<file path="config.mk">
export PLATFORM = sky130hd
export DESIGN_NAME = par2ser_loader_flat
export DESIGN_NICKNAME = d
export VERILOG_FILES = /design/src/rtl/par2ser_pkg.sv /design/src/rtl/par2ser_loader_if.sv /design/src/rtl/par2ser_loader.sv /design/src/flat_wrapper.sv
export SDC_FILE = /design/constraint.sdc
export NUM_CORES = 1
export LEC_CHECK = 0
export ABC_AREA = 1
export BUFFER_PORTS_ARGS = -buffer_cell sky130_fd_sc_hd__buf_2
export CORE_MARGIN = 3
export CORE_UTILIZATION = 54
export DETAILED_ROUTE_END_ITERATION = 10
export GPL_TIMING_DRIVEN = 0
export MAX_ROUTING_LAYER = met4
export PLACE_DENSITY = 0.83
export SKIP_CTS_REPAIR_TIMING = 1
export SLEW_MARGIN = 15
export SYNTH_ARGS = -nofsm -noshare
export SYNTH_HDL_FRONTEND = slang
export SYNTH_SLANG_ARGS = --single-unit
</file>
<file path="constraint.sdc">
create_clock -name clk_in -period 2 [get_ports clk_in]
set_input_delay 0.4 -clock clk_in [delete_from_list [all_inputs] [get_ports clk_in]]
set_output_delay 0.4 -clock clk_in [all_outputs]
set_load 0.05 [all_outputs]
</file>
<file path="src/rtl/par2ser_pkg.sv">
// Shared types and helpers for the parallel-to-serial fifo loader.
// The PARITY state is only reached when the design is built with PARITY_EN.
package par2ser_pkg;

    typedef enum logic [1:0] {
        IDLE  = 2'd0,
        SHIFT = 2'd1,
        PAR   = 2'd2
    } ldr_state_t;

    // Bit count needed to hold WIDTH remaining bits plus headroom.
    function automatic int cnt_w(input int width);
        return $clog2(width + 2);
    endfunction

endpackage

</file>
<file path="src/rtl/par2ser_loader_if.sv">
// Handshake and fifo write-side bundle for par2ser_loader.
// master = the loader itself, slave = the environment (producer + fifo).
interface par2ser_loader_if
    import par2ser_pkg::*;
#(
    parameter int WIDTH = 8
);
    logic [WIDTH-1:0] par_data;
    logic             par_valid;
    logic             par_ready;
    logic             flush;
    logic             fifo_full;
    logic             fifo_insert;
    logic             fifo_data;
    logic             busy;
    logic             word_done;

    modport master (
        input  par_data, par_valid, flush, fifo_full,
        output par_ready, fifo_insert, fifo_data, busy, word_done
    );

    modport slave (
        output par_data, par_valid, flush, fifo_full,
        input  par_ready, fifo_insert, fifo_data, busy, word_done
    );
endinterface

</file>
<file path="src/rtl/par2ser_loader.sv">
// Serialises parallel words one bit per clk_in into a 1-bit fifo, honouring fifo_full.
// Build option: define PARITY_EN to append an even-parity bit after each word.
module par2ser_loader
    import par2ser_pkg::*;
#(
    parameter int WIDTH     = 8,
    parameter bit MSB_FIRST = 1'b1
) (
    input  logic                    clk_in,
    input  logic                    rst,
    par2ser_loader_if.master        bus
);

    localparam int CW = cnt_w(WIDTH);

    ldr_state_t       state_reg;
    logic [WIDTH-1:0] shreg_reg;
    logic [CW-1:0]    count_reg;
    logic             word_done_reg;
`ifdef PARITY_EN
    logic             parity_reg;
`endif

    logic [WIDTH-1:0] load_word;
    logic             inserting;
    logic             last_ins;
    logic             accept;

    // The shifter always emits from the top, so LSB-first words are bit-reversed on load.
    for (genvar gi = 0; gi < WIDTH; gi++) begin : g_order
        assign load_word[gi] = MSB_FIRST ? bus.par_data[gi] : bus.par_data[WIDTH-1-gi];
    end

    assign bus.busy        = (state_reg != IDLE);
    assign inserting       = !rst && bus.busy && !bus.fifo_full;
    assign bus.fifo_insert = inserting;
    assign bus.word_done   = word_done_reg;

`ifdef PARITY_EN
    assign last_ins      = inserting && (state_reg == PAR);
    assign bus.fifo_data = (state_reg == PAR) ? parity_reg : shreg_reg[WIDTH-1];
`else
    assign last_ins      = inserting && (state_reg == SHIFT) && (count_reg == CW'(1));
    assign bus.fifo_data = shreg_reg[WIDTH-1];
`endif

    assign bus.par_ready = !rst && ((state_reg == IDLE) || last_ins);
    assign accept        = bus.par_valid && bus.par_ready && !bus.flush;

    always_ff @(posedge clk_in) begin
        if (rst) begin
            state_reg     <= IDLE;
            shreg_reg     <= '0;
            count_reg     <= '0;
            word_done_reg <= 1'b0;
`ifdef PARITY_EN
            parity_reg    <= 1'b0;
`endif
        end else if (bus.flush) begin
            // Clearing the shifter keeps fifo_data at 0 while idle.
            state_reg     <= IDLE;
            shreg_reg     <= '0;
            count_reg     <= '0;
            word_done_reg <= 1'b0;
        end else begin
            word_done_reg <= last_ins;
            if (accept) begin
                state_reg <= SHIFT;
                shreg_reg <= load_word;
                count_reg <= CW'(WIDTH);
`ifdef PARITY_EN
                parity_reg <= ^bus.par_data;
`endif
            end else if (inserting) begin
                case (state_reg)
                    SHIFT: begin
                        shreg_reg <= {shreg_reg[WIDTH-2:0], 1'b0};
                        count_reg <= count_reg - CW'(1);
                        if (count_reg == CW'(1)) begin
`ifdef PARITY_EN
                            state_reg <= PAR;
`else
                            state_reg <= IDLE;
`endif
                        end
                    end
                    PAR:     state_reg <= IDLE;
                    default: state_reg <= IDLE;
                endcase
            end
        end
    end

endmodule

</file>
<file path="src/flat_wrapper.sv">
// flat-port wrapper written by rule: the top's interface ports become plain ports
module par2ser_loader_flat import par2ser_pkg::*;
#(
    parameter int WIDTH     = 8,
    parameter bit MSB_FIRST = 1'b1
)
  (clk_in, rst, bus_par_data, bus_par_valid, bus_flush, bus_fifo_full, bus_par_ready, bus_fifo_insert, bus_fifo_data, bus_busy, bus_word_done);
  par2ser_loader_if #(.WIDTH(WIDTH)) bus_i ();
  input  logic clk_in;
  input  logic rst;
  input wire logic [$bits(bus_i.par_data)-1:0] bus_par_data;
  input wire logic [$bits(bus_i.par_valid)-1:0] bus_par_valid;
  input wire logic [$bits(bus_i.flush)-1:0] bus_flush;
  input wire logic [$bits(bus_i.fifo_full)-1:0] bus_fifo_full;
  output wire logic [$bits(bus_i.par_ready)-1:0] bus_par_ready;
  output wire logic [$bits(bus_i.fifo_insert)-1:0] bus_fifo_insert;
  output wire logic [$bits(bus_i.fifo_data)-1:0] bus_fifo_data;
  output wire logic [$bits(bus_i.busy)-1:0] bus_busy;
  output wire logic [$bits(bus_i.word_done)-1:0] bus_word_done;
  assign bus_i.par_data = bus_par_data;
  assign bus_i.par_valid = bus_par_valid;
  assign bus_i.flush = bus_flush;
  assign bus_i.fifo_full = bus_fifo_full;
  assign bus_par_ready = bus_i.par_ready;
  assign bus_fifo_insert = bus_i.fifo_insert;
  assign bus_fifo_data = bus_i.fifo_data;
  assign bus_busy = bus_i.busy;
  assign bus_word_done = bus_i.word_done;
  par2ser_loader #(.WIDTH(WIDTH), .MSB_FIRST(MSB_FIRST)) u_core (.clk_in(clk_in), .rst(rst), .bus(bus_i));
endmodule
</file>
# Word-level counts from Yosys, hierarchy flattened
# Cells that the tools add are included.
# op_classes
add_sub_neg,1
n_eq_ne,4
mux,10
reduce_logical,21
# op_table
op,count
two-way mux 8 bit,3
two-way mux 4 bit,3
AND reduction 2 bit,4
logical AND 1 bit,7
nonzero test 2 bit,3
equality test 4 x 1 -> 1 bit (second input constant),1
two-way mux 2 bit,2
subtractor 4 x 1 -> 4 bit (second input constant),1
zero test 1 bit,3
inequality test 3 x 2 -> 1 bit (second input constant),1
OR reduction 3 bit,1
equality test 2 x 1 -> 1 bit (second input constant),1
zero test 2 bit,1
two-way mux 1 bit,2
inequality test 2 bit (second input constant),1
OR reduction 2 bit,1
logical OR 1 bit,1
# totals
ff_bits,15
output_inout_bits,5
wordCells,42

# Longest topological paths before layout
# Gate-level depths: netlist of the first run.
# depth
ltp_word,11
mapped_depth,11

# Worst setup path before layout of the first run
# Ideal clock, no wire load.
# synth_path
path_kind,register -> output
from,register u_core.state_reg[0]
to,output port bus_par_ready
arrival_time_ps,1768
t_required_ps,1600
setup_slack_ps,-168
path_stages_with_launch,5
n_path_buf,0
path_cell_list,dfxtp_1 > nand2_1 > nor2_2 > nand2_2 > a21oi_1
# synth_between
elab_chain_cells,7
# synth_rtl
item,line_no,source
from (decl),par2ser_loader.sv:16,ldr_state_t state_reg;
from (signal assigned),par2ser_loader.sv:52,state_reg <= IDLE;
from (signal assigned),par2ser_loader.sv:61,state_reg <= IDLE;
from (signal assigned),par2ser_loader.sv:68,state_reg <= SHIFT;
nonzero test 2 bit,par2ser_loader.sv:34,assign bus.busy = (state_reg != IDLE);
logical AND 1 bit (2 in series),par2ser_loader.sv:35,assign inserting = !rst && bus.busy && !bus.fifo_full;
logical AND 1 bit (2 in series),par2ser_loader.sv:43,assign last_ins = inserting && (state_reg == SHIFT) && (count_reg == CW'(1));
logical OR 1 bit *,par2ser_loader.sv:47,assign bus.par_ready = !rst && ((state_reg == IDLE) || last_ins);
logical AND 1 bit *,par2ser_loader.sv:47,
to (decl),flat_wrapper.sv:15,output wire logic [$bits(bus_i.par_ready)-1:0] bus_par_ready;
# Mark *: on every way between the ends. The rest lies on a longest branch, timed or not.

# Worst setup path in the final report of the first run
# layout_path
from,register u_core.count_reg[1]
to,output port bus_par_ready
# layout_between
elab_chain_cells,4
# layout_rtl
item,line_no,source
from (decl),par2ser_loader.sv:18,logic [CW-1:0] count_reg;
from (signal assigned),par2ser_loader.sv:70,count_reg <= CW'(WIDTH);
from (signal assigned),par2ser_loader.sv:78,count_reg <= count_reg - CW'(1);
equality test 4 x 1 -> 1 bit,par2ser_loader.sv:43,
logical AND 1 bit,par2ser_loader.sv:43,
logical OR 1 bit,par2ser_loader.sv:47,
logical AND 1 bit,par2ser_loader.sv:47,
# No other way between the ends.

==> results of run 1 <==
[layout make-up]
| type | instances | area share |
|---|---|---|
| timing repair buffer | 17 | 0.0994 |
| clock buffer | 3 | 0.0256 |
| sequential | 14 | 0.318 |
| tap | 14 | 0.0199 |
| buffer | 4 | 0.0270 |
| inverter | 17 | 0.0724 |
| multi-input combinational | 76 | 0.438 |
[logic make-up (layout without fill, tap and decap cells)]
group                      count (synthesis)  count (layout)  synth area share
and+or+nand+nor                           61              61             0.389
buffers and inverters                     21              41             0.117
DFF                                       14              14             0.374
AOI/OAI and AO/OA                         13              13            0.0868
adders and majority gates                  2               2            0.0334
[final timing paths]
check | start | endpoint | slack [ns] | cells past startpoint
hold / removal | bus_flush | u_core.bus.word_done$_SDFF_PP0_ | 0.27 | 2
setup / recovery | u_core.count_reg[1]$_SDFFE_PP0P_ | bus_par_ready | 0.15 | 7
hold reg to reg | u_core.count_reg[1]$_SDFFE_PP0P_ | u_core.count_reg[1]$_SDFFE_PP0P_ | 0.49 | 2
setup reg to reg | u_core.count_reg[1]$_SDFFE_PP0P_ | u_core.shreg_reg[4]$_SDFFE_PP0P_ | 0.42 | 10
[power groups by stage]
stage	sequential, W	combinational [W]	clock [W]
after CTS	0.000288	0.0000726	0.000162
after floorplan	0.000298	0.0000449	0
after global placement	0.000294	0.0000710	0
after detailed placement	0.000294	0.0000723	0
after global routing	0.000289	0.0000816	0.000180
final	0.000288	0.0000729	0.000156
[metrics by stage]
stage | cells | setup slack, ns
final | 145 | 0.147
after global routing | 145 | 0.00788
after CTS | 145 | 0.114
after detailed placement | 142 | 0.331
after global placement | 142 | 0.366
after floorplan | 111 | 0.0785
[cells in the mapped netlist, types with 2 or more instances]
cell type,n
nand2_1,29
ha_1,2
nand3_1,17
inv_1,17
dfxtp_1,14
nor2_1,4
a21oi_1,13
clkbuf_1,2
nand2_2,2
[per-layer routing]
metal | wire [um] | up-vias | track usage
met5 | 0 | - | -
met4 | 46 | 0 | 0.108
met3 | 92 | 7 | 0.0297
met2 | 718 | 26 | 0.307
met1 | 651 | 302 | 0.232
li1 | - | 391 | -
==> out/qor.csv, run 1 <==
metric,value,unit
wl_per_cell,10.4,um
syn_area,749,sq um
die_h,43.3,um
pin_count,18,
critPathMaxFanout,4,
cellPowerDensity,587,mW/mm^2
power_frac_comb,0.141,
hold_class,in2reg,
drive_gt1_frac,0.229,
p_sw,0.000136,W
cp_top_family,buffers and inverters,
crit_buf_inv,3,
slew_violations,0,
crit_slowest_cell,dfxtp_1,
synth-async-reset-ratio,0,
cpMostUsedCell,inv_1,
cp_cell_sequence,inv_1 > ha_1 > inv_1 > nor2_1 > nand2_2 > a21oi_2 > clkbuf_4,
drt_first_pass_iters,6,
synth_area_leaders,"dfxtp_1 (37%), nand2_1 (15%), nand3_1 (11%), a21oi_1 (8.7%), inv_1 (8.5%)",
h-tree-depth,1,
power.share.sequential,0.556,
end_kind,output pin,
clk_pin_slew,0.08,ns
cap_violations,0,
gp_congestion,0.831,
ant_nets,0,
start_util,0.624,
synth.largest_area_cell,dfxtp_1,
slew_headroom,0.718,
cts-buffers-inserted,3,
largest_reg_flops,8,
grt.total_usage,0.194,
port_buffers,17,
synth_warnings,0,
die_w,43.3,um
setup_viol,0,
final_cell_mix,"nand2_1 (29), inv_1 (17), buf_2 (17), nand3_1 (17), dfxtp_1 (14)",
final_common_cell,nand2_1,
cts-root-buf,clkbuf_4,
p_leak,0.427,nW
coreArea,0.00120,sq mm
synth-edff-count,0,
max_freq,0.540,GHz
ir_drop,472,uV
multi_input_area,385,sq um
grt_pass1_vias,659,
vias_per_cell,5.01,
num_rows,12,
antenna_found_initial,0,
final_nets,148,
final_util,0.733,
status,finished clean,
drcViolationCount,0,
clkPwrFrac,0.303,
rsz0062_at_grt,false,
ys.flop_type,dfxtp_1,
post_dp_cell_area,856,sq um
finalWirelength,1510,um
finClkSkew,0.00928,ns
syn-num-nets,126,
ys_seq_area_frac,0.374,
worstSetupPathType,reg2out,
slowest_delay,0.32,ns
arrival,1.45,ns
cts_sinks,14,
grt_pass1_wl,2730,um
fill_cells,114,
synthCells,111,
fin_crit_sh,0.927,
fin_total_pwr,0.000517,W
antenna_cells,0,
start_kind,flip-flop,
gr-total-overflow,0,
fin_area,881,sq um
drtIter0Drc,14,
postSynthAreaPerCell,6.75,sq um
insertion_delay,0.28,ns
ff_latch_area,280,sq um
hpwl,1090,um
ys_types,20,
crit_required,1.60,ns
worstMarginPinSlew,0.423,ns
grt_max_degree,11,
syn2layout_area_growth,17.5,%
ys_seq_elements,14,
vias,726,
timing.final.crit_period,1.85,ns
internal_power,0.000380,W
synth_top_area_frac,0.374,
swShare,0.264,
hold_viol,0,
fin_hold_ws,0.273,ns
finalSetupTns,0,ns
die_area,0.00187,sq mm
clockBufferDepth,2,
cts_tree,built,
No activity file was read; power rests on OpenSTA's default activity.
==> run 2, diff against run 1 <==
--- a/config.mk
+++ b/config.mk
@@ -8,11 +8,12 @@
 export ABC_AREA = 1
 export BUFFER_PORTS_ARGS = -buffer_cell sky130_fd_sc_hd__buf_2
 export CORE_MARGIN = 3
-export CORE_UTILIZATION = 54
+export CORE_UTILIZATION = 45
 export DETAILED_ROUTE_END_ITERATION = 10
 export GPL_TIMING_DRIVEN = 0
 export MAX_ROUTING_LAYER = met4
-export PLACE_DENSITY = 0.83
+export PLACE_DENSITY = 0.72
+export SETUP_SLACK_MARGIN = 0.02
 export SKIP_CTS_REPAIR_TIMING = 1
 export SLEW_MARGIN = 15
 export SYNTH_ARGS = -nofsm -noshare
==> constraint.sdc (replaced) <==
create_clock -name clk_in -period 1.5 [get_ports clk_in]
set_input_delay 0.3 -clock clk_in [delete_from_list [all_inputs] [get_ports clk_in]]
set_output_delay 0.3 -clock clk_in [all_outputs]
set_load 0.05 [all_outputs]
==> run 2 against run 1 <==
Compared with the run above: the run now ends with setup timing left; sequential power increased by 33%; hold slack lost 0.085 ns; clock skew down 0.0042 ns; flip-flop and latch count stayed put.
==> out/qor.csv, run 2 (synthesis results as in run 1) <==
metric,value,unit,change
status,finished with violations,,
violations,setup timing,,
min_from,bus_flush,,
worstSetupPathType,reg2out,,
hpwl,1170,um,+7.5%
slew_violations,0,,unchanged
end_kind,output pin,,
clk_pin_slew,0.08,ns,about the same
vias,736,,+1.4%
start_kind,flip-flop,,
drt_first_pass_iters,4,,-2
cellPowerDensity,805,mW/mm^2,+37%
r2r_start,u_core.count_reg[1]$_SDFFE_PP0P_,,
fill_cells,146,,+28%
die_h,46.8,um,+8.2%
port_buffers,17,,unchanged
critPathMaxFanout,3,,-1
setup_viol,4,,+4
antenna_cells,0,,unchanged
p_leak,0.446,nW,+4.5%
clockBufferDepth,2,,unchanged
wl_per_cell,11.1,um,+6.9%
pin_count,18,,unchanged
finalWirelength,1660,um,+9.9%
crit_required,1.20,ns,-0.40 ns
num_rows,14,,+2
cts-root-buf,clkbuf_4,,
cts_tree,built,,
final_common_cell,nand2_1,,
insertion_delay,0.28,ns,about the same
coreArea,0.00154,sq mm,+28%
r2r-end,u_core.shreg_reg[2]$_SDFFE_PP0P_,,
syn2layout_area_growth,26.2,%,
crit_path_end,bus_par_ready,,
gp_congestion,0.766,,-7.8%
worstRegToRegCells,10,,unchanged
final_util,0.614,,-0.120
grt_pass1_wl,2780,um,+2.0%
h-tree-depth,1,,unchanged
ir_drop,528,uV,+12%
layout_setup_ws,-0.128,ns,-0.274 ns
critPathLaunch,u_core.count_reg[1]$_SDFFE_PP0P_,,
cts_sinks,14,,unchanged
rsz0062_at_grt,true,,
final_nets,149,,+0.68%
largest_reg_flops,8,,unchanged
drive_gt1_frac,0.301,,+0.0717
drcViolationCount,0,,unchanged
worstMarginPinSlew,0.472,ns,+0.0483 ns
hold_class,in2reg,,
grt_pass1_vias,650,,-1.4%
arrival,1.33,ns,-0.12 ns
multi_input_area,408,sq um,+5.8%
cts-buffers-inserted,3,,unchanged
grt.total_usage,0.185,,-0.00852
cap_violations,0,,unchanged
grt_max_degree,11,,unchanged
slew_headroom,0.686,,-0.0322
fin_crit_sh,1.09,,
max_freq,0.614,GHz,
vias_per_cell,4.94,,-1.3%
ff_latch_area,287,sq um,+2.2%
die_area,0.00219,sq mm,+17%
ant_nets,0,,unchanged
hold_viol,0,,unchanged
drtIter0Drc,10,,-4
gr-total-overflow,0,,unchanged
timing.final.crit_period,1.63,ns,
preCtsSetupSlack,-0.126,ns,-0.457 ns
die_w,46.8,um,+8.2%
finClkSkew,0.00504,ns,-0.00424 ns
final_cell_mix,"nand2_1 (29), nand3_1 (17), buf_2 (15)",,
finalSetupTns,-0.229,ns,-0.229 ns
start_util,0.486,,-0.138
antenna_found_initial,0,,unchanged
r2r_slack,0,ns,-0.42 ns
-- run 2: changes by cell type in the layout (fill, tap and decap cells not counted), moves of 2 or more --
cell     change
buf_6        +2
buf_2        -2
inv_2        +3
inv_1        -3
dfxtp_1      -3
dfxtp_2      +2
-- run 2: how the worst min path moves through the flow --
stage                                            end  slack [ns]  cells past startpoint
finish               u_core.bus.word_done$_SDFF_PP0_        0.19                      2
global route         u_core.bus.word_done$_SDFF_PP0_        0.18                      2
CTS                  u_core.bus.word_done$_SDFF_PP0_        0.18                      2
detailed placement  u_core.count_reg[1]$_SDFFE_PP0P_        0.45                      2
global placement    u_core.count_reg[1]$_SDFFE_PP0P_        0.45                      2
floorplan            u_core.bus.word_done$_SDFF_PP0_        0.37                      1
-- run 2: final cells by class --
class	count	area share
multi-input cells	76	0.431
flip-flops and latches	14	0.303
plain buffers	4	0.0278
inverters	17	0.0675
well taps	16	0.0212
clock buffers	4	0.0384
repair buffers	18	0.111
-- run 2: stage by stage --
| step | power, W | hold slack [ns] | instance area, sq um | cells |
|---|---|---|---|---|
| after detailed placement | 0.000492 | 0.452 | 867 | 144 |
| after CTS | 0.000764 | 0.183 | 903 | 148 |
| after global placement | 0.000490 | 0.448 | 867 | 144 |
| after floorplan | 0.000459 | 0.372 | 762 | 111 |
| final | 0.000761 | 0.187 | 946 | 149 |
| after global routing | 0.000796 | 0.180 | 946 | 149 |
-- run 2: worst max-delay path, cell delays in order (launching register included) --
cell	delay [ns]
dfxtp_2	0.33
inv_2	0.07
ha_4	0.12
inv_2	0.03
nor2_2	0.08
nand2_2	0.10
a21oi_4	0.15
buf_6	0.16
-- run 2: layer usage --
metal / wire (um) / vias up / global-route usage / share of wire
met4: 35 / 0 / 0.0829 / 0.021
met5: 0 / - / - / 0
met1: 760 / 325 / 0.231 / 0.46
met3: 55 / 4 / 0.0345 / 0.033
met2: 806 / 13 / 0.290 / 0.49
li1: - / 394 / - / -
-- run 2: power breakdown --
part | internal (W) | switching, W
logic | 0.0000392 | 0.0000643
clock network | 0.000148 | 0.000127
registers | 0.000377 | 0.00000562
